### config.mk
export PLATFORM = sky130hd
export DESIGN_NAME = mc_ctrl_unit
export DESIGN_NICKNAME = d
export VERILOG_FILES = /design/src/rtl/mc_pkg.sv /design/src/rtl/mc_alu_dec.sv /design/src/rtl/mc_ctrl_unit.sv
export SDC_FILE = /design/constraint.sdc
export NUM_CORES = 1
export LEC_CHECK = 0
export CORE_MARGIN = 1
export CORE_UTILIZATION = 30
export CTS_CLUSTER_SIZE = 28
export DETAILED_ROUTE_END_ITERATION = 16
export PLACE_DENSITY = 0.61
export SLEW_MARGIN = 20
export SYNTH_ARGS = -nofsm -noshare
export SYNTH_HDL_FRONTEND = slang
export SYNTH_SLANG_ARGS = --single-unit
### constraint.sdc
create_clock -name clk -period 3.2 [get_ports clk]
set_input_delay 0.96 -clock clk [delete_from_list [all_inputs] [get_ports clk]]
set_output_delay 0.96 -clock clk [all_outputs]
set_load 0.05 [all_outputs]
### src/rtl/mc_pkg.sv
// Shared encodings for the multicycle control unit: states, opcodes, ALU codes, mux selects.
package mc_pkg;

  localparam int unsigned ALU_W   = 3;
  localparam int unsigned STATE_W = 4;

  typedef enum logic [STATE_W-1:0] {
    FETCH    = 4'd0,
    DECODE   = 4'd1,
    EXEC_R   = 4'd2,
    WB_R     = 4'd3,
    EXEC_I   = 4'd4,
    WB_I     = 4'd5,
    MEM_ADDR = 4'd6,
    MEM_RD   = 4'd7,
    WB_MEM   = 4'd8,
    MEM_WR   = 4'd9,
    BRANCH   = 4'd10,
    JUMP     = 4'd11,
    JAL      = 4'd12,
    JR       = 4'd13,
    TRAP     = 4'd14
  } state_e;

  // Opcodes (IR[31:26])
  localparam logic [5:0] OP_RTYPE = 6'h00;
  localparam logic [5:0] OP_J     = 6'h02;
  localparam logic [5:0] OP_JAL   = 6'h03;
  localparam logic [5:0] OP_BEQ   = 6'h04;
  localparam logic [5:0] OP_BNE   = 6'h05;
  localparam logic [5:0] OP_ADDI  = 6'h08;
  localparam logic [5:0] OP_ADDIU = 6'h09;
  localparam logic [5:0] OP_SLTI  = 6'h0A;
  localparam logic [5:0] OP_ANDI  = 6'h0C;
  localparam logic [5:0] OP_ORI   = 6'h0D;
  localparam logic [5:0] OP_LUI   = 6'h0F;
  localparam logic [5:0] OP_MUL   = 6'h1C;
  localparam logic [5:0] OP_LW    = 6'h23;
  localparam logic [5:0] OP_SW    = 6'h2B;

  // R-type function codes (IR[5:0])
  localparam logic [5:0] F_JR  = 6'h08;
  localparam logic [5:0] F_ADD = 6'h20;
  localparam logic [5:0] F_SUB = 6'h22;
  localparam logic [5:0] F_AND = 6'h24;
  localparam logic [5:0] F_OR  = 6'h25;
  localparam logic [5:0] F_SLT = 6'h2A;

  // ALU operation codes
  localparam logic [ALU_W-1:0] ALU_ADD   = 3'b001;
  localparam logic [ALU_W-1:0] ALU_AND   = 3'b010;
  localparam logic [ALU_W-1:0] ALU_OR    = 3'b011;
  localparam logic [ALU_W-1:0] ALU_SUB   = 3'b100;
  localparam logic [ALU_W-1:0] ALU_SLT   = 3'b101;
  localparam logic [ALU_W-1:0] ALU_MUL   = 3'b110;
  localparam logic [ALU_W-1:0] ALU_PASSA = 3'b111;

  // PC source select
  localparam logic [1:0] PC_ALU    = 2'b00;
  localparam logic [1:0] PC_ALUOUT = 2'b01;
  localparam logic [1:0] PC_JUMP   = 2'b10;
  localparam logic [1:0] PC_TRAP   = 2'b11;

  // Register destination select
  localparam logic [1:0] RD_RT = 2'b00;
  localparam logic [1:0] RD_RD = 2'b01;
  localparam logic [1:0] RD_RA = 2'b10;

  // Immediate extension mode
  localparam logic [1:0] EXT_SIGN = 2'b00;
  localparam logic [1:0] EXT_ZERO = 2'b01;
  localparam logic [1:0] EXT_LUI  = 2'b10;

  // ALU B operand select
  localparam logic [1:0] SRCB_RT     = 2'b00;
  localparam logic [1:0] SRCB_FOUR   = 2'b01;
  localparam logic [1:0] SRCB_IMM    = 2'b10;
  localparam logic [1:0] SRCB_IMM_SH = 2'b11;

endpackage

### src/rtl/mc_alu_dec.sv
// Combinational instruction decoder: op/funct -> ALU operation, immediate extension, legality.
module mc_alu_dec
  import mc_pkg::*;
#(
  parameter int unsigned HAS_MUL = 1
) (
  input  logic [5:0]       op,
  input  logic [5:0]       funct,
  output logic [ALU_W-1:0] alu_ctrl,
  output logic [1:0]       ext_mode,
  output logic             legal
);

  // Decode the instruction fields held in IR
  always_comb begin
    alu_ctrl = ALU_ADD;
    ext_mode = EXT_SIGN;
    legal    = 1'b1;
    case (op)
      OP_RTYPE: begin
        case (funct)
          F_ADD:   alu_ctrl = ALU_ADD;
          F_SUB:   alu_ctrl = ALU_SUB;
          F_AND:   alu_ctrl = ALU_AND;
          F_OR:    alu_ctrl = ALU_OR;
          F_SLT:   alu_ctrl = ALU_SLT;
          F_JR:    alu_ctrl = ALU_PASSA;
          default: legal    = 1'b0;
        endcase
      end
      OP_MUL: begin
        alu_ctrl = ALU_MUL;
        legal    = (HAS_MUL != 0);
      end
      OP_ADDI, OP_ADDIU: alu_ctrl = ALU_ADD;
      OP_SLTI:           alu_ctrl = ALU_SLT;
      OP_ANDI: begin
        alu_ctrl = ALU_AND;
        ext_mode = EXT_ZERO;
      end
      OP_ORI: begin
        alu_ctrl = ALU_OR;
        ext_mode = EXT_ZERO;
      end
      // LUI computes $0 | (imm << 16)
      OP_LUI: begin
        alu_ctrl = ALU_OR;
        ext_mode = EXT_LUI;
      end
      OP_BEQ, OP_BNE:            alu_ctrl = ALU_SUB;
      OP_LW, OP_SW, OP_J, OP_JAL: alu_ctrl = ALU_ADD;
      default:                   legal    = 1'b0;
    endcase
  end

endmodule

### src/rtl/mc_ctrl_unit.sv
// Multicycle MIPS-subset control FSM with memory wait states, trap vector and retired counter.
module mc_ctrl_unit
  import mc_pkg::*;
#(
  parameter int unsigned ALU_CTRL_W = 3,
  parameter int unsigned HAS_MUL    = 1,
  parameter int unsigned CNT_W      = 32
) (
  input  logic                  clk,
  input  logic                  rst,
  input  logic [5:0]            op,
  input  logic [5:0]            funct,
  input  logic                  zero,
  input  logic                  mem_ready,
  output logic                  mem_read,
  output logic                  mem_write,
  output logic                  iord,
  output logic                  ir_write,
  output logic                  pc_write,
  output logic [1:0]            pc_src,
  output logic                  reg_write,
  output logic [1:0]            reg_dst,
  output logic                  mem_to_reg,
  output logic                  alu_src_a,
  output logic [1:0]            alu_src_b,
  output logic [1:0]            ext_mode,
  output logic [ALU_CTRL_W-1:0] alu_ctrl,
  output logic                  illegal_instr,
  output logic [CNT_W-1:0]      retired,
  output logic [3:0]            state_dbg
);

  state_e            state_q, state_d;
  logic [CNT_W-1:0]  retired_q, retired_d;
  logic              retire;
  logic [ALU_W-1:0]  dec_alu;
  logic [ALU_W-1:0]  alu_code;
  logic [1:0]        dec_ext;
  logic              dec_legal;

  mc_alu_dec #(.HAS_MUL(HAS_MUL)) u_dec (
    .op       (op),
    .funct    (funct),
    .alu_ctrl (dec_alu),
    .ext_mode (dec_ext),
    .legal    (dec_legal)
  );

  // State and retired-count registers; reset abandons any in-flight instruction
  always_ff @(posedge clk or posedge rst) begin
    if (rst) begin
      state_q   <= FETCH;
      retired_q <= '0;
    end else begin
      state_q   <= state_d;
      retired_q <= retired_d;
    end
  end

  // Next-state sequencing and retirement detection
  always_comb begin
    state_d = state_q;
    retire  = 1'b0;
    case (state_q)
      FETCH:  if (mem_ready) state_d = DECODE;
      DECODE: begin
        if (!dec_legal) begin
          state_d = TRAP;
        end else begin
          case (op)
            OP_RTYPE: state_d = (funct == F_JR) ? JR : EXEC_R;
            OP_MUL:   state_d = EXEC_R;
            OP_ADDI, OP_ADDIU, OP_SLTI,
            OP_ANDI, OP_ORI, OP_LUI: state_d = EXEC_I;
            OP_LW, OP_SW:   state_d = MEM_ADDR;
            OP_BEQ, OP_BNE: state_d = BRANCH;
            OP_J:           state_d = JUMP;
            OP_JAL:         state_d = JAL;
            default:        state_d = TRAP;
          endcase
        end
      end
      EXEC_R:   state_d = WB_R;
      EXEC_I:   state_d = WB_I;
      MEM_ADDR: state_d = (op == OP_SW) ? MEM_WR : MEM_RD;
      MEM_RD:   if (mem_ready) state_d = WB_MEM;
      MEM_WR: begin
        if (mem_ready) begin
          state_d = FETCH;
          retire  = 1'b1;
        end
      end
      WB_R, WB_I, WB_MEM, BRANCH, JUMP, JAL, JR: begin
        state_d = FETCH;
        retire  = 1'b1;
      end
      TRAP:    state_d = FETCH;
      default: state_d = FETCH;
    endcase
    retired_d = retire ? (retired_q + CNT_W'(1)) : retired_q;
  end

  // Datapath control decode from the current state
  always_comb begin
    mem_read      = 1'b0;
    mem_write     = 1'b0;
    iord          = 1'b0;
    ir_write      = 1'b0;
    pc_write      = 1'b0;
    pc_src        = PC_ALU;
    reg_write     = 1'b0;
    reg_dst       = RD_RT;
    mem_to_reg    = 1'b0;
    alu_src_a     = 1'b0;
    alu_src_b     = SRCB_RT;
    ext_mode      = EXT_SIGN;
    alu_code      = ALU_ADD;
    illegal_instr = 1'b0;
    case (state_q)
      FETCH: begin
        mem_read  = 1'b1;
        alu_src_b = SRCB_FOUR;
        ir_write  = mem_ready;
        pc_write  = mem_ready;
      end
      DECODE: alu_src_b = SRCB_IMM_SH;
      EXEC_R: begin
        alu_src_a = 1'b1;
        alu_code  = dec_alu;
      end
      WB_R: begin
        alu_src_a = 1'b1;
        alu_code  = dec_alu;
        reg_write = 1'b1;
        reg_dst   = RD_RD;
      end
      EXEC_I: begin
        alu_src_a = 1'b1;
        alu_src_b = SRCB_IMM;
        alu_code  = dec_alu;
        ext_mode  = dec_ext;
      end
      WB_I: begin
        alu_src_a = 1'b1;
        alu_src_b = SRCB_IMM;
        alu_code  = dec_alu;
        ext_mode  = dec_ext;
        reg_write = 1'b1;
      end
      MEM_ADDR: begin
        alu_src_a = 1'b1;
        alu_src_b = SRCB_IMM;
      end
      MEM_RD: begin
        iord     = 1'b1;
        mem_read = 1'b1;
      end
      WB_MEM: begin
        reg_write  = 1'b1;
        mem_to_reg = 1'b1;
      end
      MEM_WR: begin
        iord      = 1'b1;
        mem_write = 1'b1;
      end
      BRANCH: begin
        alu_src_a = 1'b1;
        alu_code  = ALU_SUB;
        pc_src    = PC_ALUOUT;
        pc_write  = (op == OP_BNE) ? ~zero : zero;
      end
      JUMP: begin
        pc_src   = PC_JUMP;
        pc_write = 1'b1;
      end
      // Link and jump in one cycle: PC still holds PC+4 for the $31 write
      JAL: begin
        alu_code  = ALU_PASSA;
        reg_dst   = RD_RA;
        reg_write = 1'b1;
        pc_src    = PC_JUMP;
        pc_write  = 1'b1;
      end
      JR: begin
        alu_src_a = 1'b1;
        alu_code  = ALU_PASSA;
        pc_write  = 1'b1;
      end
      TRAP: begin
        pc_src        = PC_TRAP;
        pc_write      = 1'b1;
        illegal_instr = 1'b1;
      end
      default: ;
    endcase
  end

  assign alu_ctrl  = ALU_CTRL_W'(alu_code);
  assign retired   = retired_q;
  assign state_dbg = state_q;

endmodule

==> reports/summary.md, run 1 <==
The library cell used most frequently in the layout, excluding fill and tap cells, is sky130_fd_sc_hd__buf_4. The start of the worst register-to-register path was state_dbg[1]. The synthesized design contains 36 register bits. In the routed design, unresolved DRC markers number 0. Once detail routing completed, the nets flagged for antenna violations numbered 0. The flow ran to the end, but the final reports show violations.

The clock arrives with 0.005907 ns of skew. Clock-pin slew was measured on the worst setup and hold paths at 0.07 ns. The initial antenna violation count is 0, and the area fraction of the dominant cell type after synthesis is 0.3607. The starting density of the core came out at 0.3166. The tools report the startpoint of the lowest-slack hold path as retired[31]. The final net count was 400; the count of flip-flops with a built-in enable after synthesis was 0. The sequential cell area fraction in the yosys report was 0.3607; the number of global-route vias before repair was 2457. Entering global routing, the biggest net connects 37 pins. After synthesis, the largest family of logic cells by area is simple AND/OR/NAND/NOR gates.

Die extent in y: 93.24 µm. The netlist area before placement is 2497 µm². The critical path data arrival time was 2.34 ns. The classification of the worst-slack hold path is reg -> reg.

In the post-synthesis netlist, the biggest area contributors are sky130_fd_sc_hd__dfrtp_1 (36%), sky130_fd_sc_hd__xnor2_1 (9.1%), sky130_fd_sc_hd__nor2_1 (3.6%). The top achievable clock speed was 0.3030 GHz. The shortest period the worst path allows is 3.301 ns, and the leakage power is 0.001647 µW. The worst vdd rail ir drop is 0.5166 mV. The checks that failed: setup timing.

Fill cells in the final layout number 748. For the number of iterations in the first detailed-routing pass, the log shows 4. Power per unit of standard cell area: 643.7 nW/µm². The worst setup path is launched from an input port. Registers take 902.1 µm². STA classifies the critical path endpoint as an output pin. CTS saw 36 sinks.

The tools report the number of slew-limit violations in the final report as 0. In this run the mean area of a mapped cell was 8.888 µm². The global router's overall resource usage was 0.1693. The die covers 8694 µm². The final hold violation count was 0; the layout cell share with drive strength beyond 1 was 0.2969. In this run the deepest clock path goes through 2 buffers. For the worst setup path, the data required time is 2.24 ns. The max-slew headroom at the worst pin was 0.6308; the number of top-level pins was 72. After clock tree synthesis, the flow added hold-fix buffers numbering 0. After detailed routing, the average wire length per cell comes to 14.98 µm.

The endpoint identified for the worst register-to-register timing path is retired[20]. The run gives -0.1005 ns as the worst path setup slack after routing. The floorplan has 32 rows. Synthesized-area fraction occupied by ao, oa, aoi and oai cells: 0.1633. Endpoint of the worst hold-timing path: retired[31]. The synthesized netlist net count is 298. Overall power: 2491 µW. The run gives 0.4906 as the share of the core filled with cells in the final layout. On the final layout, the worst hold slack is 0.4921 ns.

Counting tap cells, the placed design contains a total of 472 instances. The count of placed standard cells in the final layout, fillers left out was 486. Setup repair after global routing could not meet its margin everywhere. The tools report the placer's final routability congestion estimate as 0.8694. Input and output buffers added on the ports amount to 71.

Detailed placement ended at an HPWL of 5350 µm. The total overflow reported by the global router came out at 0. Prior to clock tree synthesis, the placed netlist has a worst setup slack of -0.5695 ns. The worst setup path category is in -> out.

TritonCTS built the clock tree. The max capacitance violation total was 0; the total area of multi-input combinational cells was 1643 µm². The tools report the later-pin clock latency in the skew report as 0.28 ns.

The tools report the wire length of the first global-routing pass as 11900 µm. The post-synthesis share of cell area spent on full adders, half adders and majority gates works out to 0.005010. The root buffer cell chosen for the clock tree is sky130_fd_sc_hd__clkbuf_8. The relative area change from synthesis to final layout works out to 54.96%.

Clock tree synthesis inserted a total of 5 buffers. The maximum level of the CTS H-tree is 2. The xor-xnor portion of the synthesized cell area is 0.1263. Die outline width: 93.24 µm.

The async set-reset flop share out of synthesis is 1.000, and the vias after detailed routing is 2523. The via count normalized by instance count is 5.191, and the largest fanout on the critical path is 2. In this run the register-to-register setup slack is 1.02 ns. The worst-margin pin slew was 0.5521 ns. The detailed router finished its first iteration with 77 violations. Leaving out fill and tap cells, the most frequent cells in the layout are sky130_fd_sc_hd__buf_4 (51), sky130_fd_sc_hd__clkdlybuf4s50_1 (40), sky130_fd_sc_hd__dfrtp_1 (35).

Synthesis produced 281 cells. The core region is 7888 µm². Counting distinct cell types in the post-synthesis netlist gives 62.

The repair_antennas step left the layout with diodes totalling 0. The synthesized design spends more area on one cell type than any other, namely sky130_fd_sc_hd__dfrtp_1. Measured in cells, the most critical reg-to-reg path has a length of 6. The post-synthesis simple-gate area fraction is 0.2996.

The most used flip-flop cell after synthesis is sky130_fd_sc_hd__dfrtp_1. After detailed routing, the total wire length is 7278 µm. The share of cell area taken by muxes after synthesis is 0.004509, and the final period utilization is 1.031.

Setup violations remaining at the end of the flow were counted as 2. The worst hold path stage count works out to 1. The Yosys step of the flow raised 0 warnings.
stage by stage:
step | TNS (ns) | instance area (µm²)
global placement | -1.841 | 3622
global route | -0.3147 | 3870
finish | -0.1542 | 3870
floorplan | -0.6706 | 2560
detailed placement | -1.957 | 3622
CTS | -0.4214 | 3825
cell families (layout without fill, tap and decap cells):
group | after synthesis | count (layout)
xor gates and xnor gates | 36 | 36
buffers and inverters | 25 | 128
muxes | 1 | 1
DFF | 36 | 36
and+or+nand+nor | 127 | 127
adders and majority gates | 1 | 1
AOI/OAI and AO/OA | 55 | 55
synth_stat cells, types with 2 or more instances:
master and n:
sky130_fd_sc_hd__nand4_1 7, sky130_fd_sc_hd__nor2_1 24, sky130_fd_sc_hd__o211a_1 2, sky130_fd_sc_hd__xor2_1 10, sky130_fd_sc_hd__and3_1 6, sky130_fd_sc_hd__a2111oi_0 2, sky130_fd_sc_hd__a2bb2oi_1 2, sky130_fd_sc_hd__o31ai_1 2
sky130_fd_sc_hd__a21boi_0 2, sky130_fd_sc_hd__nor2b_1 3, sky130_fd_sc_hd__nor4_4 2, sky130_fd_sc_hd__nand2b_1 6, sky130_fd_sc_hd__nor3b_1 3, sky130_fd_sc_hd__nor3_1 7, sky130_fd_sc_hd__or4_1 3, sky130_fd_sc_hd__buf_2 2
sky130_fd_sc_hd__nor4_1 4, sky130_fd_sc_hd__a21oi_1 10, sky130_fd_sc_hd__nand3_1 17, sky130_fd_sc_hd__nand4b_1 3, sky130_fd_sc_hd__or3_1 3, sky130_fd_sc_hd__o21ai_0 13, sky130_fd_sc_hd__nand2_1 20, sky130_fd_sc_hd__buf_1 5
sky130_fd_sc_hd__o211ai_1 2, sky130_fd_sc_hd__o2bb2ai_1 2, sky130_fd_sc_hd__inv_1 5, sky130_fd_sc_hd__dfrtp_1 36, sky130_fd_sc_hd__nor4b_1 2, sky130_fd_sc_hd__and4_1 7, sky130_fd_sc_hd__clkbuf_1 11, sky130_fd_sc_hd__xnor2_1 26
sky130_fd_sc_hd__nand3b_1 3
routing by layer:
metal,global-route usage,part of all wire,up-vias
met4,0.06282,0.027,0
met3,0.02846,0.042,20
met5,0,0,-
met1,0.2272,0.46,1215
met2,0.2727,0.47,61
li1,-,-,1227
sequential cells by signal, indices dropped and copies added (netlist names):
signal	flops
retired	32
state_dbg	4
critical path: stages:
cell and delay, ns:
sky130_fd_sc_hd__buf_6 0.09, sky130_fd_sc_hd__or3b_4 0.40, sky130_fd_sc_hd__a2bb2oi_2 0.15, sky130_fd_sc_hd__o41ai_2 0.20
sky130_fd_sc_hd__buf_4 0.17, sky130_fd_sc_hd__o21ai_2 0.05, sky130_fd_sc_hd__o21ai_2 0.16, sky130_fd_sc_hd__buf_12 0.16
repair_timing:
item	in CTS	in global routing
endpoints found under the setup margin	6	4
setup buffers	4	3
endpoints found under the hold margin	0	0
resized for setup	58	20
pin swaps	12	13
final cells by class:
type                    count  area share
flip-flops and latches     36      0.2331
clock buffers               7     0.02231
repair buffers            115      0.2803
well taps                 102     0.03298
inverters                   5    0.004850
clock inverters             1    0.001940
multi-input cells         220      0.4245
worst max-delay path by stage:
| stage | startpoint | to | slack (ns) |
|---|---|---|---|
| 2_1_floorplan | op[1] | alu_ctrl[1] | -0.21 |
| 3_3_place_gp | funct[3] | alu_ctrl[1] | -0.53 |
| 3_5_place_dp | funct[3] | alu_ctrl[1] | -0.57 |
| 4_1_cts | funct[5] | alu_ctrl[1] | -0.20 |
| 5_1_grt | op[0] | alu_ctrl[1] | -0.18 |
| 6_report | funct[5] | alu_ctrl[1] | -0.10 |
power by group:
group          switching, µW  internal (µW)  leakage [µW]
Combinational            972            563       0.00112
Sequential               105            516      0.000487
Clock                    160            175     0.0000445
No activity file was read; power rests on OpenSTA's default activity.
==> run 2, diff against run 1 <==
==> constraint.sdc (replaced) <==
create_clock -name clk -period 3.2 [get_ports clk]
set_input_delay 0.96 -clock clk [delete_from_list [all_inputs] [get_ports clk]]
set_output_delay 0.96 -clock clk [all_outputs]
set_load 0.005 [all_outputs]
==> run 2 against run 1 <==
The flow still finishes with violations (setup timing). Setup slack improved by 0.028 ns. Critical path depth unchanged. Die area unchanged. Register-to-register slack got worse by 0.07 ns. Critical path type unchanged. Highest routed layer unchanged.
==> reports/summary.md, run 2 (synthesis gave the netlist of run 1 again) <==
Row generation in the floorplan step produced 32 rows. Number of slew-limit violations in the final report: 0. Port buffering added 71 buffers. The most common cell after layout, fill and taps aside is sky130_fd_sc_hd__clkdlybuf4s50_1. Initial antenna violation count: 0. The final hold violation count was 0; the critical path data arrival time was 2.31 ns. The run gives 399 as the final net count.

Setup repair after global routing could not meet its margin everywhere. Setup violations remaining at the end of the flow were counted as 2. The run gives 37 as the maximum number of pins on one net before global-route repair. The global router's overall resource usage was 0.1697. The final period utilization works out to 1.023. Clock tree synthesis inserted a total of 5 buffers. The area enclosed by the die boundary was 8694 µm². The internal power is 1186 µW. The layout has 777 filler cells.

The critical path is of the in -> out type. Summed over all cells, the static leakage comes to 0.001581 µW. The number of global-route vias before repair is 2449, and the switching power is 714.9 µW. The run gives -0.07291 ns as the worst path setup slack after routing.

Leaving out fill and tap cells, the most frequent cells in the layout are sky130_fd_sc_hd__clkdlybuf4s50_1 (54), sky130_fd_sc_hd__buf_4 (38), sky130_fd_sc_hd__dfrtp_1 (36). The core region is 7888 µm². The min-delay analysis places its worst path in the category reg -> reg. Of all nets on the critical path, the largest fanout is 2. Max-cap violations in this run came to 0. Clock tree synthesis found a total of 36 sinks. Power spread over the standard cell area amounts to 511.0 nW/µm². Dividing the detail-routed via count by the number of cells gives 5.111.

The worst stage delay on the critical path was 0.39 ns; the cts-stage hold buffer count was 0. Based on the critical path, the design can be clocked at up to 0.3055 GHz. The part of the total power dissipated in the clock network is 0.178, and the later-pin clock latency in the skew report is 0.29 ns. The share of power burned in registers came out at 0.317. The signal on the critical path passes through buf_6, or3b_4, a2bb2oi_2, o41ai_2, buf_4, o21ai_2, o21ai_1, buf_2.

The vias after detailed routing came out at 2479. Remaining number of nets flagged by the antenna check after routing: 0. For the logic gate share of total power, the log shows 0.505. 0 antenna diodes ended up in the layout. In the final routed layout, each cell accounts on average for 14.66 µm. Measured along the x axis, the die boundary spans 93.24 µm. The run gives 51 as the violation count after the first detailed-routing iteration.

TritonCTS built the clock tree. The die extent in y was 93.24 µm; the endpoint required time on the critical path was 2.24 ns. Among all stages on the critical path, the largest delay is contributed by sky130_fd_sc_hd__or3b_4. At the pin with the least slew margin, the transition time is 0.5434 ns.

The maximum level of the CTS H-tree was 2; the total wire length was 7112 µm. The type of origin of the critical path is an input port. CTS placed an instance of sky130_fd_sc_hd__clkbuf_8 at the clock tree root. The tools report the worst clock skew on the final layout as 0.008086 ns. The layout cell share with drive strength beyond 1 was 0.2219.

Shortest period the worst path allows: 3.273 ns. The wire length of the first global-routing pass was 11960 µm. The post-placement cell count is 465. Type of destination of the critical path: an output pin.

Clock-pin slew was measured on the worst setup and hold paths at 0.07 ns. The run gives 0 as the residual DRC count. The run finished, with violations left. The total overflow reported by the global router came out at 0.

In this run the count of I/O pins placed on the die edge is 72. Detailed placement ended at an HPWL of 4984 µm. The fraction of power spent switching nets works out to 0.3761. Routability-driven placement finished with a final weighted congestion of 0.8349. Relative to the synthesized area, the layout overhead comes to 48.95%. The starting density of the core is 0.3166.

The buffer levels on the longest clock path came out at 2. The count of placed standard cells in the final layout, fillers left out was 485; the flip-flop count of the largest register after layout was 32. The first TritonRoute pass finished after 4 iterations. Max-slew headroom at the worst pin: 0.6378.

The design draws 1901 µW. The worst-case IR drop observed on VDD is 0.3573 mV. The checks that failed: setup timing.
## run 2: area by class of cell
class	instances	area [µm²]	share of cell area
clock buffer	7	86.33	0.02321
clock inverter	1	7.507	0.002018
inverter	5	18.77	0.005045
multi-input combinational	220	1568	0.4215
sequential	36	900.9	0.2422
tap	102	127.6	0.03431
timing repair buffer	114	1011	0.2718
## run 2: final timing paths
kind	endpoint	from	cells after the start	slack [ns]
setup reg to reg	retired[9]	state_dbg[0]	6	0.95
setup / recovery	alu_ctrl[1]	funct[2]	8	-0.07
hold reg to reg	retired[31]	retired[31]	1	0.48
min in group asynchronous	retired[20]	rst	3	1.07
max in group asynchronous	retired[13]	rst	3	1.80
hold / removal	retired[31]	retired[31]	1	0.48
## run 2: power by group through the flow
stage                     clock [µW]  combinational [µW]  sequential (µW)
after floorplan                    0                 536              591
after CTS                        352                 974              600
after global routing             364                1060              616
after detailed placement           0                 966              607
after global placement             0                 953              607
final                            339                 960              602
## run 2: critical path: cells and delay by family
| family | cells | cell delay [ns] |
|---|---|---|
| AO/OA/AOI/OAI | 4 | 0.57 |
| AND/OR/NAND/NOR | 1 | 0.39 |
| buffers and inverters | 3 | 0.38 |
## run 2: what timing repair did
| action | in CTS | in global routing |
|---|---|---|
| pin swaps | 9 | 9 |
| setup endpoints to repair | 6 | 4 |
| cloned | 0 | 0 |
| resized for setup | 69 | 11 |
| endpoints found under the hold margin | 0 | 0 |
| buffers inserted | 10 | 2 |
## run 2: per-stage QoR
| stage | util | area, µm² | TNS [ns] | setup slack, ns | hold WS [ns] |
|---|---|---|---|---|---|
| floorplan | - | 2497 | 0 | 0.04113 | 0.4683 |
| global placement | 0.4419 | 3486 | -3.672 | -0.8689 | 0.4604 |
| detailed placement | 0.4419 | 3486 | -3.697 | -0.8881 | 0.4736 |
| CTS | 0.4694 | 3702 | -0.2585 | -0.1019 | 0.4837 |
| global route | 0.4716 | 3720 | -0.2960 | -0.1594 | 0.4934 |
| finish | 0.4716 | 3720 | -0.07777 | -0.07291 | 0.4783 |
## run 2: layer usage
metal	GRT usage	vias up	routed length, µm	share of wire
li1	-	1231	-	-
met4	0.05128	0	101	0.014
met3	0.03333	10	379	0.053
met2	0.2862	58	3435	0.48
met5	0	-	0	0
met1	0.2188	1180	3196	0.45
==> run 3, diff against run 2 <==
--- a/config.mk
+++ b/config.mk
@@ -9,7 +9,7 @@
 export CORE_UTILIZATION = 30
 export CTS_CLUSTER_SIZE = 28
 export DETAILED_ROUTE_END_ITERATION = 16
-export PLACE_DENSITY = 0.61
+export PLACE_DENSITY = 0.67
 export SLEW_MARGIN = 20
 export SYNTH_ARGS = -nofsm -noshare
 export SYNTH_HDL_FRONTEND = slang
==> run 3 against run 2 <==
Largest cell class unchanged. Sequential cell count stayed put. Clock power up 27%. The flow still finishes with violations (setup timing). Fmax is 0.32% lower. Clock skew is 0.0019 ns higher. Critical endpoint unchanged. Total power up 5.3%. Combinational power up 0.8%. Routed wire length increased by 1.3%. Clock-buffer cell count unchanged. Critical path depth did not move.
==> reports/summary.md, run 3 (synthesis gave the netlist of run 1 again) <==
The later-pin clock latency in the skew report came out at 0.28 ns. The run gives 5 as the CTS buffer count. TritonCTS built the clock tree.

Data on the critical path is required at its endpoint by 2.24 ns. The worst slack at placement came out at -0.9412 ns. The library cell used most frequently in the layout, excluding fill and tap cells, is sky130_fd_sc_hd__clkdlybuf4s50_1. The worst path setup slack after routing is -0.08336 ns, and the power per unit of standard cell area is 535.8 nW/µm². IR analysis of the VDD net gives a maximum drop of 0.3800 mV. The logs give 90 for the violation count after the first detailed-routing iteration and 5025 µm for the HPWL after detailed placement. Shortest period the worst path allows: 3.283 ns. The tools report the total overflow reported by the global router as 0. The tools report the number of placement rows as 32. The flow ran to the end, but the final reports show violations.

The vias after detailed routing came out at 2501. After detailed routing, the average wire length per cell comes to 14.94 µm. The signal on the critical path passes through buf_6, or3b_4, a2bb2oi_2, o41ai_2, buf_4, o21ai_1, o21ai_1, buf_2.

Across the run, the number of max-cap violations was 0. The tools report the number of slew-limit violations in the final report as 0. Leaving out filler cells and counting taps, the final layout contains 482. The fill cell instance count of the final layout was 761. Entering global routing, the biggest net connects 37 pins. In this run the register-to-register setup slack is 0.95 ns.

The internal power is 1285 µW. The run gives 0 as the count of inserted antenna diode cells. The logs give 0.484 for the logic gate share of total power and 716.0 µW for the switching power. In the routed layout, each cell is associated on average with a via count of 5.189.

The remaining number of nets flagged by the antenna check after routing was 0; the length in cells of the worst reg-to-reg path was 6. The first detailed-routing pass ran for 4 iterations. The worst stage delay on the critical path is 0.39 ns, and the starting density of the core is 0.3166.

The type of origin of the critical path is an input port. The worst-margin pin slew was 0.4987 ns. The most critical setup path has its startpoint at funct[5]. The buffer levels on the longest clock path is 2. The run gives 0 as the initial antenna violation count. The share of power burned in registers came out at 0.300. In the final design database the tool counted 396 nets.

The H-tree was split into 2 levels. The run gives 0 as the final hold violation count. The worst register-to-register path begins at state_dbg[0]. Data arrives at the worst endpoint at 2.32 ns. The die extent in y is 93.24 µm.

Across the routed clock network, the largest skew measured is 0.009951 ns. The floorplan step defined a die boundary enclosing 8694 µm². For this run, design rule violations remaining after detail routing come to 0. The number of buffers inserted by port buffering was 71; the wire length of the first global-routing pass was 12120 µm. The post-placement cell count was 464; the total wire length was 7201 µm. The worst setup path category is in -> out.

The register with the most flip-flops in the layout has 32 of them. The clock drives 36 sinks. The slowest cell on the critical path is sky130_fd_sc_hd__or3b_4. For this design the static power due to leakage is 0.001593 µW. From synthesis to final layout, the design area changed by 49.55%. The final count of negative-setup-slack endpoints was 1. The fraction of power spent switching nets is 0.3578.

For this design, the CTS-stage hold fixing added 0 buffers. In the layout the commonest cells are sky130_fd_sc_hd__clkdlybuf4s50_1 (53), sky130_fd_sc_hd__dfrtp_1 (36), sky130_fd_sc_hd__buf_4 (33). The startpoint of the lowest-slack hold path is retired[31]. The top achievable clock speed came out at 0.3046 GHz. The final reports fail on setup timing.

Number of global-route vias before repair: 2537. STA classifies the critical path endpoint as an output pin. Along the worst path, the maximum fanout reaches 2. Core area: 7888 µm².

The layout cell share with drive strength beyond 1 was 0.2184. The min-delay analysis places its worst path in the category reg -> reg. 72 I/O pins were placed.

After clock tree synthesis, the clock-pin slew on the worst setup and hold paths is 0.07 ns. The die outline width is 93.24 µm. By instance count, the cell type seen most on the critical path is sky130_fd_sc_hd__o21ai_1. The buffer cell driving the clock tree root is sky130_fd_sc_hd__clkbuf_8. The final period utilization is 1.026. The part of the total power dissipated in the clock network is 0.216. The max-slew headroom at the worst pin is 0.6675, and the placer's final routability congestion estimate is 0.8457. Setup repair after global routing could not meet its margin everywhere.

Global router's overall resource usage: 0.1725. Following the worst setup path forward leads to its endpoint at alu_ctrl[1]. The critical register-to-register path endpoint was retired[9].
run 3: cell types whose count changed in the layout (fill, tap and decap cells not counted), moves of 2 or more:
cell	change
sky130_fd_sc_hd__nor2_2	+2
sky130_fd_sc_hd__nor2_4	-2
sky130_fd_sc_hd__buf_6	+2
sky130_fd_sc_hd__buf_4	-5
run 3: routing by layer:
metal,wire (µm),GRT usage,vias to the layer above,part of all wire
met4,87,0.03974,0,0.012
met2,3473,0.2947,83,0.48
met5,0,0,-,0
li1,-,-,1222,-
met3,455,0.03577,11,0.063
met1,3185,0.2228,1185,0.44
run 3: final cells by class:
| class | instances | area [µm²] | area share |
|---|---|---|---|
| multi-input cells | 220 | 1560 | 0.4178 |
| repair buffers | 111 | 1001 | 0.2680 |
| flip-flops and latches | 36 | 900.9 | 0.2412 |
| well taps | 102 | 127.6 | 0.03417 |
| clock buffers | 7 | 96.34 | 0.02580 |
| clock inverters | 1 | 30.03 | 0.008040 |
| inverters | 5 | 18.77 | 0.005025 |
run 3: worst min path at each step:
stage	endpoint	cells after the start
after CTS	retired[31]	1
final	retired[31]	1
after floorplan	retired[31]	1
after detailed placement	retired[31]	1
after global placement	retired[31]	1
after global routing	retired[31]	1
run 3: power groups by stage:
stage / registers [µW] / clock network [µW] / logic (µW)
4_1_cts: 602 / 443 / 975
2_1_floorplan: 591 / 0 / 536
3_3_place_gp: 605 / 0 / 953
3_5_place_dp: 607 / 0 / 971
5_1_grt: 614 / 460 / 1070
6_report: 601 / 432 / 968
run 3: through the flow:
step	hold slack [ns]	util	power [µW]	setup TNS, ns	instance area, µm²
6_report	0.4825	0.4735	2001	-0.08336	3735
5_1_grt	0.5022	0.4735	2142	-0.2800	3735
4_1_cts	0.4903	0.4735	2021	-0.1060	3735
3_5_place_dp	0.4799	0.4410	1578	-3.670	3478
3_3_place_gp	0.4613	0.4410	1559	-3.706	3478
2_1_floorplan	0.4683	-	1127	0	2497
run 3: worst max-delay path: cells and delay by family:
kind / cells / cell delay (ns)
AOI/OAI and AO/OA: 4 / 0.59
and+or+nand+nor: 1 / 0.39
buffers and inverters: 3 / 0.37
run 3: timing repair:
| action | in CTS | in global routing |
|---|---|---|
| gates resized for setup | 78 | 3 |
| buffers inserted | 9 | 1 |
| endpoints found under the setup margin | 6 | 5 |
| endpoints found under the hold margin | 0 | 0 |
| pin swaps | 11 | 7 |
